[config.mk]
export PLATFORM = sky130hd
export DESIGN_NAME = text_console_ctrl
export DESIGN_NICKNAME = d
export VERILOG_FILES = /design/src/rtl/text_console_pkg.sv /design/src/rtl/text_console_ctrl_blink.sv /design/src/rtl/text_console_ctrl.sv
export SDC_FILE = /design/constraint.sdc
export NUM_CORES = 1
export LEC_CHECK = 0
export BUFFER_PORTS_ARGS = -buffer_cell sky130_fd_sc_hd__buf_2
export CAP_MARGIN = 20
export CORE_ASPECT_RATIO = 0.6
export CORE_UTILIZATION = 40
export DETAILED_ROUTE_END_ITERATION = 10
export PLACE_DENSITY_LB_ADDON = 0.15
export SLEW_MARGIN = 20
export SYNTH_ARGS = -nofsm -noshare
export SYNTH_HDL_FRONTEND = slang
export SYNTH_SLANG_ARGS = --single-unit
[constraint.sdc]
create_clock -name clk_pix -period 10.5 [get_ports clk_pix]
set_input_delay 1.05 -clock clk_pix [delete_from_list [all_inputs] [get_ports clk_pix]]
set_output_delay 1.05 -clock clk_pix [all_outputs]
set_load 0.01 [all_outputs]
[src/rtl/text_console_pkg.sv]
`default_nettype none
// ============================================================================
// Module      : text_console_pkg
// Description : Shared state encoding, control codes and cell-width helper
//               for the text console controller.
// Revision    : 1.0
// ============================================================================
package text_console_pkg;

  typedef enum logic [1:0] {
    S_CLR_ALL  = 2'd0,
    S_IDLE     = 2'd1,
    S_WRITE    = 2'd2,
    S_CLR_LINE = 2'd3
  } state_e;

  localparam logic [7:0] c_bs    = 8'h08;
  localparam logic [7:0] c_lf    = 8'h0A;
  localparam logic [7:0] c_ff    = 8'h0C;
  localparam logic [7:0] c_cr    = 8'h0D;
  localparam logic [7:0] c_space = 8'h20;
  localparam logic [7:0] c_tilde = 8'h7E;

  function automatic int cell_width(input int ascii_w, input int color_w);
    return ascii_w + 2 * color_w;
  endfunction

endpackage : text_console_pkg
`default_nettype wire

[src/rtl/text_console_ctrl_blink.sv]
`default_nettype none
// ============================================================================
// Module      : cursor_blink
// Description : Cursor blink phase generator; restart forces the cursor
//               visible for a full half-period.
// Revision    : 1.0
// ============================================================================
module cursor_blink #(
  parameter int BLINK_CYCLES = 12500000
) (
  input  logic clk_pix,
  input  logic rst,
  input  logic restart_i,
  output logic cursor_on_o
);

  localparam int c_cnt_w = (BLINK_CYCLES > 1) ? $clog2(BLINK_CYCLES) : 1;
  localparam logic [c_cnt_w-1:0] c_last = c_cnt_w'(BLINK_CYCLES - 1);

  logic [c_cnt_w-1:0] cnt_q;
  logic               on_q;

  always_ff @(posedge clk_pix) begin
    if (rst || restart_i) begin
      cnt_q <= '0;
      on_q  <= 1'b1;
    end else if (cnt_q == c_last) begin
      cnt_q <= '0;
      on_q  <= ~on_q;
    end else begin
      cnt_q <= cnt_q + 1'b1;
    end
  end

  assign cursor_on_o = on_q;

endmodule : cursor_blink
`default_nettype wire

[src/rtl/text_console_ctrl.sv]
`default_nettype none
// ============================================================================
// Module      : text_console_ctrl
// Description : Character-stream to cell-memory console controller with
//               cursor tracking, scrolling and screen/line clearing.
// Revision    : 1.0
// ============================================================================
module text_console_ctrl
  import text_console_pkg::*;
#(
  parameter int GRID_COL     = 80,
  parameter int GRID_ROW     = 43,
  parameter int ADDR_WIDTH   = 12,
  parameter int ASCII_WIDTH  = 8,
  parameter int COLOR_WIDTH  = 4,
  parameter int SCROLL_MODE  = 1,
  parameter int BLINK_CYCLES = 12500000
) (
  input  logic                                            clk_pix,
  input  logic                                            rst,
  input  logic                                            in_valid,
  input  logic [ASCII_WIDTH-1:0]                          in_ascii,
  input  logic [COLOR_WIDTH-1:0]                          color_fg,
  input  logic [COLOR_WIDTH-1:0]                          color_bg,
  output logic                                            in_ready,
  output logic                                            mem_we,
  output logic [ADDR_WIDTH-1:0]                           mem_addr,
  output logic [cell_width(ASCII_WIDTH, COLOR_WIDTH)-1:0] mem_data,
  output logic [$clog2(GRID_ROW)-1:0]                     top_row,
  output logic [$clog2(GRID_ROW)-1:0]                     cur_row,
  output logic [$clog2(GRID_COL)-1:0]                     cur_col,
  output logic                                            cursor_on
);

  localparam int c_row_w  = $clog2(GRID_ROW);
  localparam int c_col_w  = $clog2(GRID_COL);
  localparam int c_data_w = cell_width(ASCII_WIDTH, COLOR_WIDTH);

  localparam logic [c_row_w-1:0]    c_last_row  = c_row_w'(GRID_ROW - 1);
  localparam logic [c_col_w-1:0]    c_last_col  = c_col_w'(GRID_COL - 1);
  localparam logic [ADDR_WIDTH-1:0] c_last_cell = ADDR_WIDTH'(GRID_COL * GRID_ROW - 1);
  localparam logic [ADDR_WIDTH-1:0] c_line_len  = ADDR_WIDTH'(GRID_COL);
  localparam logic [ADDR_WIDTH-1:0] c_line_last = ADDR_WIDTH'(GRID_COL - 1);

  localparam logic [ASCII_WIDTH-1:0] c_bs_a    = ASCII_WIDTH'(c_bs);
  localparam logic [ASCII_WIDTH-1:0] c_lf_a    = ASCII_WIDTH'(c_lf);
  localparam logic [ASCII_WIDTH-1:0] c_ff_a    = ASCII_WIDTH'(c_ff);
  localparam logic [ASCII_WIDTH-1:0] c_cr_a    = ASCII_WIDTH'(c_cr);
  localparam logic [ASCII_WIDTH-1:0] c_space_a = ASCII_WIDTH'(c_space);
  localparam logic [ASCII_WIDTH-1:0] c_tilde_a = ASCII_WIDTH'(c_tilde);

  state_e                   state_q, state_d;
  logic [c_col_w-1:0]       col_q, col_d;
  logic [c_row_w-1:0]       row_q, row_d;
  logic [c_row_w-1:0]       top_q, top_d;
  logic [c_row_w-1:0]       phys_q, phys_d;
  logic [ADDR_WIDTH-1:0]    base_q, base_d;
  logic [ADDR_WIDTH-1:0]    cnt_q, cnt_d;
  logic [COLOR_WIDTH-1:0]   fg_q, fg_d;
  logic [COLOR_WIDTH-1:0]   bg_q, bg_d;
  logic                     clr_pend_q, clr_pend_d;
  logic                     we_q, we_d;
  logic [ADDR_WIDTH-1:0]    addr_q, addr_d;
  logic [c_data_w-1:0]      data_q, data_d;

  logic accept;
  logic printable;
  logic newline;

  assign accept    = in_valid && (state_q == S_IDLE);
  assign printable = (in_ascii >= c_space_a) && (in_ascii <= c_tilde_a);

  always_ff @(posedge clk_pix) begin
    if (rst) begin
      state_q <= S_CLR_ALL;
    end else begin
      state_q <= state_d;
    end
  end

  always_comb begin
    state_d = state_q;
    unique case (state_q)
      S_CLR_ALL:  if (cnt_q == c_last_cell) state_d = S_IDLE;
      S_IDLE:     if (accept) state_d = (in_ascii == c_ff_a) ? S_CLR_ALL : S_WRITE;
      S_WRITE:    state_d = clr_pend_q ? S_CLR_LINE : S_IDLE;
      S_CLR_LINE: if (cnt_q == c_line_last) state_d = S_IDLE;
      default:    state_d = S_CLR_ALL;
    endcase
  end

  always_comb begin
    col_d      = col_q;
    row_d      = row_q;
    top_d      = top_q;
    phys_d     = phys_q;
    base_d     = base_q;
    cnt_d      = cnt_q;
    fg_d       = fg_q;
    bg_d       = bg_q;
    clr_pend_d = clr_pend_q;
    we_d       = 1'b0;
    addr_d     = addr_q;
    data_d     = data_q;
    newline    = 1'b0;

    unique case (state_q)
      S_CLR_ALL: begin
        we_d   = 1'b1;
        addr_d = cnt_q;
        data_d = {bg_q, fg_q, c_space_a};
        cnt_d  = (cnt_q == c_last_cell) ? '0 : cnt_q + 1'b1;
      end
      S_CLR_LINE: begin
        we_d   = 1'b1;
        addr_d = base_q + cnt_q;
        data_d = {bg_q, fg_q, c_space_a};
        cnt_d  = (cnt_q == c_line_last) ? '0 : cnt_q + 1'b1;
      end
      S_WRITE: begin
        cnt_d      = '0;
        clr_pend_d = 1'b0;
      end
      S_IDLE: begin
        if (accept) begin
          fg_d = color_fg;
          bg_d = color_bg;
          if (printable) begin
            we_d   = 1'b1;
            addr_d = base_q + ADDR_WIDTH'(col_q);
            data_d = {color_bg, color_fg, in_ascii};
            if (col_q == c_last_col) begin
              col_d   = '0;
              newline = 1'b1;
            end else begin
              col_d = col_q + 1'b1;
            end
          end else begin
            case (in_ascii)
              c_cr_a: col_d = '0;
              c_lf_a: newline = 1'b1;
              c_bs_a: begin
                if (col_q != '0) begin
                  col_d  = col_q - 1'b1;
                  we_d   = 1'b1;
                  addr_d = base_q + ADDR_WIDTH'(col_q - 1'b1);
                  data_d = {color_bg, color_fg, c_space_a};
                end
              end
              c_ff_a: begin
                col_d      = '0;
                row_d      = '0;
                top_d      = '0;
                phys_d     = '0;
                base_d     = '0;
                cnt_d      = '0;
                clr_pend_d = 1'b0;
              end
              default: ;
            endcase
          end
        end
      end
      default: ;
    endcase

    // Line base follows the physical row incrementally so no multiplier is needed.
    if (newline) begin
      if (row_q != c_last_row || SCROLL_MODE != 0) begin
        if (row_q != c_last_row) begin
          row_d = row_q + 1'b1;
        end else begin
          top_d      = (top_q == c_last_row) ? '0 : top_q + 1'b1;
          clr_pend_d = 1'b1;
        end
        phys_d = (phys_q == c_last_row) ? '0 : phys_q + 1'b1;
        base_d = (phys_q == c_last_row) ? '0 : base_q + c_line_len;
      end else begin
        row_d      = '0;
        phys_d     = '0;
        base_d     = '0;
        clr_pend_d = 1'b1;
      end
    end
  end

  always_ff @(posedge clk_pix) begin
    if (rst) begin
      col_q      <= '0;
      row_q      <= '0;
      top_q      <= '0;
      phys_q     <= '0;
      base_q     <= '0;
      cnt_q      <= '0;
      fg_q       <= '0;
      bg_q       <= '0;
      clr_pend_q <= 1'b0;
      we_q       <= 1'b0;
      addr_q     <= '0;
      data_q     <= '0;
    end else begin
      col_q      <= col_d;
      row_q      <= row_d;
      top_q      <= top_d;
      phys_q     <= phys_d;
      base_q     <= base_d;
      cnt_q      <= cnt_d;
      fg_q       <= fg_d;
      bg_q       <= bg_d;
      clr_pend_q <= clr_pend_d;
      we_q       <= we_d;
      addr_q     <= addr_d;
      data_q     <= data_d;
    end
  end

  cursor_blink #(
    .BLINK_CYCLES (BLINK_CYCLES)
  ) u_blink (
    .clk_pix     (clk_pix),
    .rst         (rst),
    .restart_i   (accept),
    .cursor_on_o (cursor_on)
  );

  assign in_ready = (state_q == S_IDLE);
  assign mem_we   = we_q;
  assign mem_addr = addr_q;
  assign mem_data = data_q;
  assign top_row  = top_q;
  assign cur_row  = row_q;
  assign cur_col  = col_q;

endmodule : text_console_ctrl
`default_nettype wire

==> results of run 1 <==
==> layer usage <==
layer | vias up | share of wire [%] | track usage (%)
met5 | - | 0 | 0
met4 | 0 | 0.75 | 4.935
met3 | 12 | 6.7 | 5.762
met2 | 156 | 40 | 30.01
met1 | 2614 | 53 | 32.48
li1 | 2778 | - | -
==> through the flow <==
step | cells | setup slack, ps | cell area [sq um] | power [uW] | hold WS, ps
after global placement | 983 | 6534 | 6524 | 581.2 | 436.5
final | 999 | 6786 | 6804 | 908.4 | 456.3
after CTS | 999 | 6830 | 6804 | 916.7 | 452.5
after global routing | 999 | 6371 | 6804 | 954.2 | 473.4
after detailed placement | 983 | 6450 | 6524 | 582.6 | 440.7
after floorplan | 753 | 6711 | 6070 | 541.9 | 429.9
==> worst reg2reg max path: stages (launching register included) <==
cell and delay (ps):
dfxtp_1 420, nor2_1 340, nor4b_1 660, nand2_1 140, xor2_1 170, a21oi_1 230, ha_1 300, a211oi_1 350
o21ai_0 150, a31oi_1 210, xor2_1 210, a221oi_1 100, a211oi_1 220
==> state kept, by name, indices dropped and copies added, names as in the netlist <==
name / flops
bg_q: 4
phys_q: 6
base_q: 8
clr_pend_q: 1
cur_row: 6
mem_addr: 12
mem_data: 16
fg_q: 4
cur_col: 7
top_row: 6
mem_we: 1
state_q: 2
u_blink.cnt_q: 24
u_blink.cursor_on_o: 1
cnt_q: 12
==> power by group <==
part           internal [uW]  switching (uW)
Combinational           47.6            83.4
Clock                    166             168
Sequential               431            12.0
==> layout make-up <==
type,instances,area (sq um)
timing repair buffer,73,377.9
inverter,22,82.58
clock buffer,10,229.0
fill,1476,7830
multi-input combinational,580,3613
sequential,110,2202
tap,198,247.7
clock inverter,6,51.30
==> layout by cell type, fill, tap and decap left out, types with 21 or more instances in the layout <==
cell type    n
nand2_1     76
xnor2_1     26
buf_2       68
a21oi_1     48
a211oi_1    21
nor2_1     115
inv_1       21
ha_1        28
nor3_1      23
dfxtp_1    110
nand3_1     40
==> cell families after synthesis <==
logic type / after synthesis / synth area share, %
AOI/OAI and AO/OA: 157 / 17.73
xor gates and xnor gates: 44 / 6.349
adders and majority gates: 28 / 5.772
buffers and inverters: 63 / 4.185
DFF: 110 / 36.28
muxes: 17 / 3.154
other: 1 / 0.06178
and+or+nand+nor: 333 / 26.47
==> final timing paths <==
path | endpoint | slack [ps] | cells past startpoint
max | mem_addr[11] | 6790 | 13
min | mem_data[0] | 460 | 2
max reg2reg | mem_addr[11] | 6910 | 12
min reg2reg | mem_data[0] | 460 | 2
==> flow_metrics.tcl, run 1 <==
set metrics [dict create \
    die_h_um 97.42 \
    antenna_found_initial 0 \
    crit_path_start_kind "input port" \
    path_class "in2reg" \
    fin_tns_setup_ps 0 \
    final_core_util_pct 46.49 \
    synth_edf_count 0 \
    start_util_pct 41.48 \
    endpoint_kind "flop" \
    critical-path-top-delay-family "compound AO/OA/AOI/OAI gates" \
    drive_gt1_share_pct 13.86 \
    ios 69 \
    fin_nets 843 \
    synth_nets 800 \
    dieArea_sq_um 15690 \
    power_density_nw_per_um2 133.5 \
    critical_path.max_fanout 13 \
    cts_tree "done" \
    synthTopCellsByCount "115 x nor2_1, 110 x dfxtp_1, 76 x nand2_1" \
    synth-seq-cells 110 \
    cts_root_buf "clkbuf_16" \
    syn_area_per_cell_sq_um 8.061 \
    hpwl_um 11980 \
    ir_drop_v 0.00006725 \
    cts.repair.resized 0 \
    drt_wl_total_um 16480 \
    post_cts_buffers 0 \
    crit_path_max_incr_delay_ps 390 \
    port_buffers 68 \
    critPathSlowestCell "o21a_1" \
    syn_inst 753 \
    hp-start "mem_data[0]" \
    async_flop_share_pct 0 \
    coreArea_sq_um 14630 \
    clock.fmax_mhz 269.3 \
    drv_slew 0 \
    drt-pass1-iter-count 5 \
    grt_pass1_vias 5184 \
    track_usage_pct 21.58 \
    cts_hold_buffers 0 \
    reg2reg_from "cur_col[2]" \
    clock_sinks 110 \
    max_slew.worst_pin.slew_ps 1046 \
    required_ps 10760 \
    vias_per_cell 5.566 \
    synth.top_cell.area_share_pct 36.28 \
    relSlewSlack_pct 29.89 \
    power.leakage_uw 0.002618 \
    clk_path_buf_depth 2 \
    syn2layout_area_growth_pct 12.10 \
    min_period_over_period_pct 35.37 \
    path_clk_slew_ps 80 \
    grt_pass1_wl_um 27140 \
    yosysUniqueCellTypes 71 \
    dr_total_vias 5560 \
    path_common_cell "o21ai_0" \
    fin_skew_ps 13.24 \
    ant_nets 0 \
    htreeDepth 3 \
    yosys_warnings 0 \
    clock_latency_ps 360 \
    cp-startpoint "in_ascii[2]" \
    rsz0062_at_grt "false" \
    crit_buf_inv 1 \
    yosysTopAreaCell "dfxtp_1" \
    drc 0 \
    grt_max_degree 71 \
    yosysMostFrequentCell "nor2_1" \
    n_antenna_cell 0 \
    netlist_top_cells_area "dfxtp_1 36%, nor2_1 7.1%, ha_1 5.8%, nand2_1 4.7%, a21oi_1 4.0%" \
    yosysSeqAreaShare_pct 36.28 \
    die_w_um 161.0 \
    num_rows 34 \
    layout_min_cycle_time_ps 3714 \
    finalHoldViolCount 0 \
    hold_path_class "reg2reg" \
    synth-main-ff-cell "dfxtp_1" \
    status "completed" \
    syn_area_sq_um 6070 \
    numCtsBuffers 9 \
    maxCapViolCount 0 \
    overflow 0 \
    post_drt_wl_per_cell_um 16.49 \
    critical_path_arrival_ps 3980 \
    setup_violations 0 \
    gp_congestion 0.8889 \
    drt_iter0_drc 469 \
    crit_chain "buf_2, nand4_1, o21a_1, nor4_1, xnor2_1, a21oi_1, ha_1, o21ai_0, o21ai_0, a31oi_1, xor2_1, a221oi_1, a211oi_1" \
]
Power figures use the tool's default switching activity.
==> run 2: changes to the inputs <==
==> constraint.sdc (replaced) <==
create_clock -name clk_pix -period 3.1 [get_ports clk_pix]
set_input_delay 0.31 -clock clk_pix [delete_from_list [all_inputs] [get_ports clk_pix]]
set_output_delay 0.31 -clock clk_pix [all_outputs]
set_load 0.01 [all_outputs]
==> run 2 against run 1 <==
First-iteration DRC count increased by 8.5%. Global-route usage grew 1.3 points. Combinational power rose to 3.7 times the previous value. Utilization rose by 1.4 points. Critical endpoint unchanged.
==> flow_metrics.tcl, run 2 (same netlist as run 1, synthesis figures left out) <==
set metrics [dict create \
    largest_reg_flops 24 \
    status "completed" \
    post_drt_wl_per_cell_um 17.08 \
    overflow 0 \
    final_common_cell "nor2_1" \
    grt_pass1_wl_um 28320 \
    max_slew.worst_pin.slew_ps 761.1 \
    clock.fmax_mhz 348.9 \
    drc 0 \
    num_rows 34 \
    vias_per_cell 5.590 \
    coreArea_sq_um 14630 \
    drt_iter0_drc 509 \
    critical_path.max_fanout 5 \
    dr_total_vias 5719 \
    cts_hold_buffers 0 \
    numCtsBuffers 9 \
    reg2reg_from "cur_col[0]" \
    r2r_end "mem_addr[11]" \
    n_antenna_cell 0 \
    die_w_um 161.0 \
    clk_path_buf_depth 2 \
    fin_hold_ws_ps 202.2 \
    clock_latency_ps 350 \
    drt_wl_total_um 17470 \
    htreeDepth 3 \
    whs_endpoint "bg_q[2]" \
    placed_area_sq_um 6716 \
    syn2layout_area_growth_pct 15.48 \
    hold_depth 3 \
    min_period_over_period_pct 92.45 \
    top_register "u_blink.cnt_q" \
    path_class "reg2reg" \
    maxCapViolCount 0 \
    required_ps 3370 \
    ir_drop_v 0.0002346 \
    dieArea_sq_um 15690 \
    drv_slew 0 \
    final_core_util_pct 47.90 \
    cts_root_buf "clkbuf_16" \
    fin_nets 868 \
    track_usage_pct 22.83 \
    grt_max_degree 30 \
    rsz0062_at_grt "false" \
    layout_min_cycle_time_ps 2866 \
    r2r_slack_ps 230 \
    relSlewSlack_pct 49.02 \
    clock_sinks 110 \
    ant_nets 0 \
    layout_common_cells "115 x nor2_1, 109 x dfxtp_1, 76 x nand2_1, 68 x buf_2, 48 x a21oi_1" \
    start_util_pct 41.48 \
    cts_tree "done" \
    finalHoldViolCount 0 \
    power_density_nw_per_um2 445.6 \
    drt-pass1-iter-count 5 \
    critical_path_arrival_ps 3130 \
    fillerInstances 1432 \
    hold_path_class "in2reg" \
    fin_area_sq_um 7009 \
    path_clk_slew_ps 80 \
    die_h_um 97.42 \
    endpoint_kind "flop" \
    reg2reg_depth 11 \
    power.leakage_uw 0.002736 \
    setup_violations 0 \
    fin_tns_setup_ps 0 \
    hp-start "color_bg[2]" \
    power_uw 3123 \
    crit_path_start_kind "flop" \
    fin_skew_ps 9.383 \
    hpwl_um 12970 \
    ios 69 \
    grt_pass1_vias 5226 \
    port_buffers 68 \
    gp_congestion 0.9298 \
    antenna_found_initial 0 \
    drive_gt1_share_pct 16.97 \
]
==> run 2: repair_timing <==
action | CTS | global route
buffers inserted | 0 | 0
resized for setup | 0 | 3
setup endpoints to repair | 0 | 3
==> run 2: layer usage <==
metal  share of wire [%]  vias to the layer above  routed length [um]  GRT usage [%]
li1                    -                     2818                   -              -
met1                  53                     2697                9204          35.71
met2                  39                      186                6856          31.23
met3                 7.1                       18                1248          4.652
met4                0.92                        0                 161          5.225
met5                   0                        -                   0              0
==> run 2: critical path, cell delays in order (launching register included) <==
cell	delay [ps]
dfxtp_1	380
nor4b_1	410
nand2_1	120
xor2_1	160
a21oi_1	230
ha_1	310
a211oi_2	270
o21ai_0	140
a31oi_1	200
xor2_1	210
a221oi_1	110
a211oi_1	230
==> run 2: worst max path at each step <==
stage,startpoint,to,slack (ps),cells after the start
floorplan,state_q[1],mem_addr[11],40,15
global placement,in_ascii[0],mem_addr[9],270,14
detailed placement,cur_col[1],mem_addr[11],190,13
CTS,cur_col[1],mem_addr[11],160,13
global route,cur_col[0],mem_addr[11],20,13
finish,cur_col[0],mem_addr[11],230,11
==> run 2: final cells by class <==
| cell class | count | area (sq um) | area share [%] |
|---|---|---|---|
| Clock inverter | 5 | 43.79 | 0.6248 |
| Inverter | 22 | 82.58 | 1.178 |
| Multi-Input combinational cell | 580 | 3627 | 51.75 |
| Tap cell | 198 | 247.7 | 3.534 |
| Sequential cell | 110 | 2203 | 31.44 |
| Timing Repair Buffer | 98 | 565.5 | 8.069 |
| Clock buffer | 10 | 239.0 | 3.409 |
==> run 2: metrics by stage <==
step,cells,setup slack (ps)
after floorplan,753,37.42
after global placement,1008,274.7
after detailed placement,1008,192.1
after CTS,1023,163.2
after global routing,1023,20.59
final,1023,234.0
==> run 2: report_power, final <==
group	leakage, uW	internal (uW)	total [uW]	switching [uW]
Clock	0.000133	574	1140	566
Combinational	0.00171	185	483	297
Sequential	0.000891	1460	1500	39.1
Total	0.00274	2220	3120	902
==> run 3: changes to the inputs <==
--- a/config.mk
+++ b/config.mk
@@ -8,6 +8,7 @@
 export BUFFER_PORTS_ARGS = -buffer_cell sky130_fd_sc_hd__buf_2
 export CAP_MARGIN = 20
 export CORE_ASPECT_RATIO = 0.6
+export CORE_MARGIN = 2
 export CORE_UTILIZATION = 40
 export DETAILED_ROUTE_END_ITERATION = 10
 export PLACE_DENSITY_LB_ADDON = 0.15
==> constraint.sdc (replaced) <==
create_clock -name clk_pix -period 3.5 [get_ports clk_pix]
set_input_delay 0.35 -clock clk_pix [delete_from_list [all_inputs] [get_ports clk_pix]]
set_output_delay 0.35 -clock clk_pix [all_outputs]
set_load 0.01 [all_outputs]
==> run 3 against run 2 <==
Die area increased by 3.3%. Sequential power shrank 11%. Critical path type unchanged. First-iteration DRC count is 8.3% lower. Sequential share of layout area grew 0.41 points. Setup slack better by 34 ps. Largest power group unchanged. Final cell count shrank 0.98%. Cell area fell by 1.3%.
==> flow_metrics.tcl, run 3 (same netlist as run 1, synthesis figures left out) <==
set metrics [dict create \
    cts_root_buf "clkbuf_16" \
    final_core_util_pct 47.12 \
    grt_pass1_vias 5112 \
    syn2layout_area_growth_pct 13.94 \
    whs_endpoint "fg_q[2]" \
    n_antenna_cell 0 \
    drt_iter0_drc 467 \
    post_drt_wl_per_cell_um 17.08 \
    largest_reg_flops 24 \
    p_seq_share_pct 48.8 \
    swShare_pct 29.05 \
    internal_power_uw 1936 \
    use_met3_pct 6.589 \
    fin_skew_ps 6.303 \
    track_usage_pct 21.66 \
    top_register "u_blink.cnt_q" \
    drc 0 \
    status "completed" \
    post_cts_buffers 0 \
    power_density_nw_per_um2 394.6 \
    maxCapViolCount 0 \
    vias_per_cell 5.561 \
    r2r_end "mem_addr[11]" \
    max_slew.worst_pin.slew_ps 851.3 \
    rsz0062_at_grt "false" \
    overflow 0 \
    htreeDepth 3 \
    grt_util_met2_pct 29.37 \
    power.leakage_uw 0.002680 \
    finalNonFillerCells 1013 \
    path_class "reg2reg" \
    numCtsBuffers 9 \
    ant_nets 0 \
    layout_min_cycle_time_ps 3232 \
    final_common_cell "nor2_1" \
    ios 69 \
    drt_wl_total_um 17310 \
    ir_drop_v 0.0002463 \
    fin_nets 858 \
    cts.repair.resized 0 \
    hpwl_um 12880 \
    met1_usage_pct 33.18 \
    fin_tns_setup_ps 0 \
    drive_gt1_share_pct 15.58 \
    setup_violations 0 \
    gp_congestion 0.9228 \
    required_ps 3760 \
    cts_tree "done" \
    hold_path_class "in2reg" \
    grt_pass1_wl_um 27590 \
    reg2reg_depth 12 \
    layout_common_cells "115 x nor2_1, 110 x dfxtp_1, 76 x nand2_1, 68 x buf_2, 48 x a21oi_1" \
    coreArea_sq_um 14680 \
    min_period_over_period_pct 92.34 \
    die_h_um 99.42 \
    die_w_um 163.0 \
    clk_path_buf_depth 2 \
    grt_max_degree 31 \
    r2r_slack_ps 270 \
    clock_latency_ps 350 \
    pwr-share-comb_pct 15.2 \
    finalHoldViolCount 0 \
    port_buffers 68 \
    dp_cells 998 \
    drv_slew 0 \
    endpoint_kind "flop" \
    fin_hold_ws_ps 250.1 \
    cts_hold_buffers 0 \
    drt-pass1-iter-count 5 \
    path_clk_slew_ps 80 \
    clkPwrFrac_pct 36.0 \
    dr_total_vias 5633 \
    start_util_pct 41.36 \
    dieArea_sq_um 16210 \
    cp-startpoint "cur_col[3]" \
    num_rows 34 \
    hp-start "color_fg[2]" \
    switchingPower_uw 792.8 \
    reg2reg_from "cur_col[3]" \
    critical_path.max_fanout 8 \
    busiest_layer "met1" \
    crit_path_start_kind "flop" \
    clock.fmax_mhz 309.4 \
    antenna_found_initial 0 \
    relSlewSlack_pct 42.98 \
    hold_depth 3 \
    clock_sinks 110 \
    critical_path_arrival_ps 3500 \
]
run 3: final cells by class:
class,instances,area (sq um)
multi-input combinational,580,3620
tap,198,247.7
fill,1502,7761
clock buffer,9,225.2
clock inverter,6,47.55
inverter,22,82.58
timing repair buffer,88,490.5
sequential,110,2202
run 3: worst max-delay path by stage:
stage / slack [ps] / endpoint
floorplan: 3 / mem_addr[11]
global placement: 390 / mem_addr[11]
detailed placement: 320 / mem_addr[11]
CTS: 280 / mem_addr[11]
global route: 40 / mem_addr[11]
finish: 270 / mem_addr[11]
run 3: power by group through the flow:
stage	Clock (uW)	Sequential [uW]	Combinational, uW
after floorplan	0	1360	263
after global placement	0	1360	407
after detailed placement	0	1360	409
after CTS	1010	1330	412
after global routing	1060	1340	459
final	983	1330	415
run 3: metrics by stage:
step           total power (uW)  area [sq um]  worst slack [ps]
4_1_cts                    2751          6909             277.1
2_1_floorplan              1626          6071             2.950
3_3_place_gp               1766          6636             389.7
5_1_grt                    2858          6915             37.64
6_report                   2729          6915             268.1
3_5_place_dp               1769          6636             316.2
run 3: routing by layer:
metal  vias up  routed length (um)
met5         -                   0
met4         0                 128
met3        13                1374
met2       187                6643
met1      2637                9159
li1       2796                   -
run 3: worst max-delay path, stage by stage (launching register included):
cell	delay [ps]
dfxtp_1	390
nor2_1	370
nor4b_2	320
nand2_1	110
xor2_1	170
a21oi_1	220
ha_1	300
a211oi_1	370
o21ai_0	160
a31oi_1	210
xor2_1	190
a221oi_1	100
a211oi_1	240
